### config.mk
export PLATFORM = sky130hd
export DESIGN_NAME = keypad_scanner
export DESIGN_NICKNAME = d
export VERILOG_FILES = /design/src/rtl/keypad_scanner.sv
export SDC_FILE = /design/constraint.sdc
export NUM_CORES = 1
export LEC_CHECK = 0
export ABC_AREA = 1
export CORE_ASPECT_RATIO = 0.5
export CORE_MARGIN = 2
export CORE_UTILIZATION = 39
export DETAILED_ROUTE_END_ITERATION = 7
export SLEW_MARGIN = 15
export SYNTH_ARGS = -nofsm -noshare
export SYNTH_HDL_FRONTEND = slang
export SYNTH_SLANG_ARGS = --single-unit
### constraint.sdc
create_clock -name clk -period 5.9 [get_ports clk]
set_input_delay 0.59 -clock clk [delete_from_list [all_inputs] [get_ports clk]]
set_output_delay 0.59 -clock clk [all_outputs]
set_load 0.03 [all_outputs]
### src/rtl/keypad_scanner.sv
// keypad_scanner: scans a 4x4 active-low matrix keypad, debounces press and release,
// and strobes the hex code of each accepted key. Define KEYPAD_REPEAT_EN for auto-repeat while held.
module keypad_scanner #(
    parameter int unsigned SCAN_DIV        = 4800,
    parameter int unsigned DEBOUNCE_CYCLES = 480000,
    parameter int unsigned REPEAT_CYCLES   = 24000000
) (
    input  logic       clk,
    input  logic       reset,
    input  logic [3:0] rows,
    output logic [3:0] cols,
    output logic [3:0] key,
    output logic       key_valid,
    output logic       key_held
);

    typedef enum logic [1:0] {
        S_SCAN,
        S_DEBOUNCE,
        S_HELD,
        S_RELEASE
    } state_t;

    localparam logic [31:0] LP_DWELL_LAST  = 32'(SCAN_DIV - 1);
    // The qualifying sample happens one cycle before the stable count starts, hence -2.
    localparam logic [31:0] LP_STABLE_LAST = 32'(DEBOUNCE_CYCLES - 2);

    if (SCAN_DIV < 4 || DEBOUNCE_CYCLES < 2 || REPEAT_CYCLES == 0) begin : g_param_check
        $error("keypad_scanner: need SCAN_DIV >= 4, DEBOUNCE_CYCLES >= 2, REPEAT_CYCLES >= 1");
    end

    logic [3:0]  r_rows_meta;
    logic [3:0]  r_rs;
    state_t      r_state;
    state_t      w_state_next;
    logic [1:0]  r_col;
    logic [1:0]  w_col_next;
    logic [1:0]  r_row;
    logic [1:0]  w_row_next;
    logic [31:0] r_cnt;
    logic [31:0] w_cnt_next;
    logic [31:0] w_cnt_inc;
    logic [3:0]  r_cols;
    logic [3:0]  r_key;
    logic [3:0]  w_key_next;
    logic        r_key_valid;
    logic        w_key_valid_next;
    logic        r_key_held;
    logic        w_key_held_next;
    logic        w_row_low;
    logic        w_any_low;
    logic [1:0]  w_low_row;

`ifdef KEYPAD_REPEAT_EN
    localparam logic [31:0] LP_REPEAT_LAST = 32'(REPEAT_CYCLES - 1);

    logic [31:0] r_rep;
    logic [31:0] w_rep_next;
    logic [31:0] w_rep_inc;

    assign w_rep_inc = (r_rep == '1) ? r_rep : r_rep + 32'd1;
`endif

    function automatic logic [3:0] key_code(input logic [1:0] row, input logic [1:0] col);
        logic [3:0] code;
        code = 4'h0;
        case ({row, col})
            4'h0: code = 4'h1;
            4'h1: code = 4'h2;
            4'h2: code = 4'h3;
            4'h3: code = 4'hA;
            4'h4: code = 4'h4;
            4'h5: code = 4'h5;
            4'h6: code = 4'h6;
            4'h7: code = 4'hB;
            4'h8: code = 4'h7;
            4'h9: code = 4'h8;
            4'hA: code = 4'h9;
            4'hB: code = 4'hC;
            4'hC: code = 4'hE;
            4'hD: code = 4'h0;
            4'hE: code = 4'hF;
            4'hF: code = 4'hD;
            default: code = 4'h0;
        endcase
        return code;
    endfunction

    assign w_cnt_inc = (r_cnt == '1) ? r_cnt : r_cnt + 32'd1;
    assign w_row_low = ~r_rs[r_row];
    assign w_any_low = ~&r_rs;
    assign w_low_row = ~r_rs[0] ? 2'd0 :
                       ~r_rs[1] ? 2'd1 :
                       ~r_rs[2] ? 2'd2 : 2'd3;

    // NOTE: every output of this block gets a default first, so no path can infer a latch.
    always_comb begin
        w_state_next     = r_state;
        w_col_next       = r_col;
        w_row_next       = r_row;
        w_cnt_next       = r_cnt;
        w_key_next       = r_key;
        w_key_valid_next = 1'b0;
        w_key_held_next  = r_key_held;
`ifdef KEYPAD_REPEAT_EN
        w_rep_next       = r_rep;
`endif
        unique case (r_state)
            S_SCAN: begin
                if (r_cnt >= LP_DWELL_LAST) begin
                    w_cnt_next = '0;
                    if (w_any_low) begin
                        w_row_next   = w_low_row;
                        w_state_next = S_DEBOUNCE;
                    end else begin
                        w_col_next = r_col + 2'd1;
                    end
                end else begin
                    w_cnt_next = w_cnt_inc;
                end
            end
            S_DEBOUNCE: begin
                if (!w_row_low) begin
                    w_state_next = S_SCAN;
                    w_col_next   = r_col + 2'd1;
                    w_cnt_next   = '0;
                end else if (r_cnt >= LP_STABLE_LAST) begin
                    w_state_next     = S_HELD;
                    w_key_next       = key_code(r_row, r_col);
                    w_key_valid_next = 1'b1;
                    w_key_held_next  = 1'b1;
                    w_cnt_next       = '0;
`ifdef KEYPAD_REPEAT_EN
                    w_rep_next       = '0;
`endif
                end else begin
                    w_cnt_next = w_cnt_inc;
                end
            end
            S_HELD: begin
                if (!w_row_low) begin
                    w_state_next = S_RELEASE;
                    w_cnt_next   = '0;
`ifdef KEYPAD_REPEAT_EN
                end else if (r_rep >= LP_REPEAT_LAST) begin
                    w_key_valid_next = 1'b1;
                    w_rep_next       = '0;
                end else begin
                    w_rep_next = w_rep_inc;
`endif
                end
            end
            S_RELEASE: begin
                if (w_row_low) begin
                    // Release bounce: back to HELD without a new strobe.
                    w_state_next = S_HELD;
`ifdef KEYPAD_REPEAT_EN
                    w_rep_next   = '0;
`endif
                end else if (r_cnt >= LP_STABLE_LAST) begin
                    w_state_next    = S_SCAN;
                    w_key_held_next = 1'b0;
                    w_col_next      = r_col + 2'd1;
                    w_cnt_next      = '0;
                end else begin
                    w_cnt_next = w_cnt_inc;
                end
            end
            default: w_state_next = S_SCAN;
        endcase
    end

    // NOTE: non-blocking assignments so every flop samples pre-edge values of the others.
    always_ff @(posedge clk) begin
        if (reset) begin
            r_rows_meta <= 4'b1111;
            r_rs        <= 4'b1111;
            r_state     <= S_SCAN;
            r_col       <= 2'd0;
            r_row       <= 2'd0;
            r_cnt       <= '0;
            r_cols      <= 4'b1110;
            r_key       <= 4'h0;
            r_key_valid <= 1'b0;
            r_key_held  <= 1'b0;
`ifdef KEYPAD_REPEAT_EN
            r_rep       <= '0;
`endif
        end else begin
            r_rows_meta <= rows;
            r_rs        <= r_rows_meta;
            r_state     <= w_state_next;
            r_col       <= w_col_next;
            r_row       <= w_row_next;
            r_cnt       <= w_cnt_next;
            r_cols      <= ~(4'b0001 << w_col_next);
            r_key       <= w_key_next;
            r_key_valid <= w_key_valid_next;
            r_key_held  <= w_key_held_next;
`ifdef KEYPAD_REPEAT_EN
            r_rep       <= w_rep_next;
`endif
        end
    end

    assign cols      = r_cols;
    assign key       = r_key;
    assign key_valid = r_key_valid;
    assign key_held  = r_key_held;

endmodule

==> reports/results.md <==
Critical path
- maximum fanout encountered on the critical timing path: 26
- Setup CP Type: input port to register
- cells along the critical path: clkdlybuf4s50_1 > inv_1 > nand2_4 > nor2_1
- slack of the worst reg-to-reg path: 3.79 ns
- startpoint kind of the worst setup timing path: input port
- arrival time reported for the critical path endpoint: 2.57 ns
- critical path required time: 6.08 ns
- highest-delay cell along the critical path: sky130_fd_sc_hd__clkdlybuf4s50_1
- maximum cell stage delay along the critical path: 1.01 ns
- type of element capturing the critical path: register

Clock tree
- CTS buffer count: 5
- maximum number of buffers from clock root to sink: 2
- total number of clock tree sinks: 56
- cts-stage hold buffer count: 0
- clock root buffer master: sky130_fd_sc_hd__clkbuf_16
- clock insertion delay at the later pin of the skew report: 0.29 ns
- TritonCTS clock tree: built
- count of buffers added by post-CTS timing repair for setup: 0
- Worst-path clk slew: 0.07 ns
- post-CTS sizing: 0
- total number of H-tree levels: 2

Route
- antenna viol nets, final: 0
- DRC viols: 0
- via count: 2471
- router iterations before antenna repair: 4
- Avg WL per Cell: 11.2 um
- post-DR vias/cell: 4.70
- wire length after detailed routing: 5910 um
- number of violations reported at the end of detailed-routing iteration 0: 171

Die
- Core ar.: 7290 um^2
- row cnt: 22
- top-level port count: 16
- Die Height: 65.2 um
- full die area: 8240 um^2
- horizontal extent of the die: 126 um
- starting density of the core: 0.400

Power
- PD cells: 215 nW/um^2
- P_leak: 1.36 nW
- Tot Pwr: 0.707 mW
- maximum VDD drop: 0.115 mV

Yosys
- cell type contributing the most total cell area after synthesis: sky130_fd_sc_hd__dfxtp_1
- Gate Count Post-Synth: 415
- total of flip-flops plus latches after synthesis: 56
- fraction of the yosys area taken by sequential cells: 0.384
- Area contributors post-synth: sky130_fd_sc_hd__dfxtp_1 38%, sky130_fd_sc_hd__nand2_1 11%, sky130_fd_sc_hd__nor2_1 8.4%
- total nets after synthesis: 427
- proportion of netlist area held by the largest area contributor: 0.384
- number of distinct standard cells referenced by the synthesized netlist: 35
- total standard cell area after synthesis: 2920 um^2
- synthesized area per cell: 7.04 um^2
- number of warning messages in the yosys log: 0

Place
- placed inst area: 3140 um^2
- global placer's final weighted congestion: 0.870
- placed insts: 518
- DP HPWL: 4340 um
- placement-stage worst setup slack: 3.17 ns
- number of input and output port buffers inserted: 15

GRT
- met3 Use GR: 0.0415
- global-route wire length before repair: 10300 um
- via count of the first global-routing pass: 2227
- met2 GRT Util: 0.239
- Global Route met1 Usage: 0.213
- largest net degree at the start of global routing: 27
- number of antenna violations at the first check in global routing: 0
- final global-route overflow total: 0
- GRT Max-Usage Layer: met2
- overall global routing resource usage: 0.154

Timing
- Setup TNS: 0 ns
- pin slew with the least headroom to its limit: 0.819 ns
- unrepaired setup endpoints after global routing: no
- final count of hold timing violations: 0
- setup violators final: 0
- final worst-path setup slack: 3.51 ns
- post-layout minimum cycle time: 2.39 ns
- Final Max Slew Viols: 0
- upper clock frequency limit: 418 MHz
- Post-Route Hold Slack: 0.409 ns
- Final Skew: 0.00940 ns
- max-slew headroom at the worst pin: 0.452
- final worst-path cycle share: 0.405

Finish
- non-filler cells, final: 526
- Final Core Density: 0.451
- ratio of cells with drive above 1 in the final layout: 0.140
- antenna cells: 0
- sequential cell area: 1120 um^2
- Area Growth Syn to Fin: 12.8%
- area occupied by multi-input gates: 1580 um^2
- post-layout net count: 441
- Filler Cell Count: 753
- Finished Cell Area: 3290 um^2

Flow run
- max capacitance violation total: 0

Worst hold path
- kind of path behind the tightest hold check: register to register

Run status
- outcome: complete, no violations

per-layer routing:
metal / vias to the layer above / wire length [um]
met4: 0 / 51
met2: 30 / 2480
met1: 1078 / 3170
li1: 1359 / -
met3: 4 / 199
met5: - / 0
cells in the final DEF, fill, tap and decap left out, types with 11 or more instances in the layout:
cell / n
sky130_fd_sc_hd__nand4_1: 13
sky130_fd_sc_hd__nor2_2: 14
sky130_fd_sc_hd__nand2_1: 86
sky130_fd_sc_hd__nand3_1: 29
sky130_fd_sc_hd__dfxtp_1: 56
sky130_fd_sc_hd__nor2_1: 65
sky130_fd_sc_hd__inv_1: 39
sky130_fd_sc_hd__clkdlybuf4s50_1: 15
sky130_fd_sc_hd__o21ai_0: 18
sky130_fd_sc_hd__a21oi_1: 11
cell type report:
cell class | instances | area share
well taps | 96 | 0.0365
repair buffers | 15 | 0.0456
inverters | 46 | 0.0524
flip-flops and latches | 56 | 0.340
clock inverters | 1 | 0.00228
clock buffers | 7 | 0.0433
multi-input cells | 305 | 0.479
critical path, delay by kind of cell:
family        cells  cell delay (ns)
simple gates      2             0.42
buf+inv           2             1.55
cells by family (layout without fill, tap and decap cells):
| family | after synthesis | in the layout | share of synthesized area |
|---|---|---|---|
| buf+inv | 54 | 69 | 0.0754 |
| fa+ha+maj | 6 | 6 | 0.0257 |
| simple gates | 245 | 245 | 0.400 |
| xor+xnor | 9 | 9 | 0.0270 |
| flops | 56 | 56 | 0.384 |
| compound gates | 45 | 45 | 0.0883 |
registers in the layout, indices dropped and copies added, names as in the netlist, named ones only:
register and cells:
r_rows_meta 4, r_cnt 32, r_state 1, r_col 2, r_rs 4, key_valid 1, key_held 1, cols 4
r_row 2, key 4
synthesized netlist by cell type, drive strengths merged:
master,n
xnor2,2
nand4,14
o211ai,2
xor2,7
inv,45
a211oi,1
o22ai,2
nand3,33
a31o,1
clkinv,1
o21ai,21
clkbuf,4
o21bai,1
buf,4
nor3,10
nor2,80
a21oi,13
nand2,98
a31oi,4
ha,6
or2,10
dfxtp,56
where the power goes:
| part | total (mW) | switching (mW) | internal, mW |
|---|---|---|---|
| Sequential | 0.385 | 0.00336 | 0.382 |
| Combinational | 0.0236 | 0.0145 | 0.00916 |
| Clock | 0.298 | 0.129 | 0.169 |
| Total | 0.707 | 0.147 | 0.561 |
worst paths after layout:
| check | depth (start not counted) | startpoint | end |
|---|---|---|---|
| setup / recovery | 4 | reset | r_cnt[2] |
| hold / removal | 1 | r_rows_meta[1] | r_rs[1] |
| hold reg to reg | 1 | r_rows_meta[1] | r_rs[1] |
| setup reg to reg | 8 | r_col[0] | cols[0] |
No activity file was read; power rests on OpenSTA's default activity.
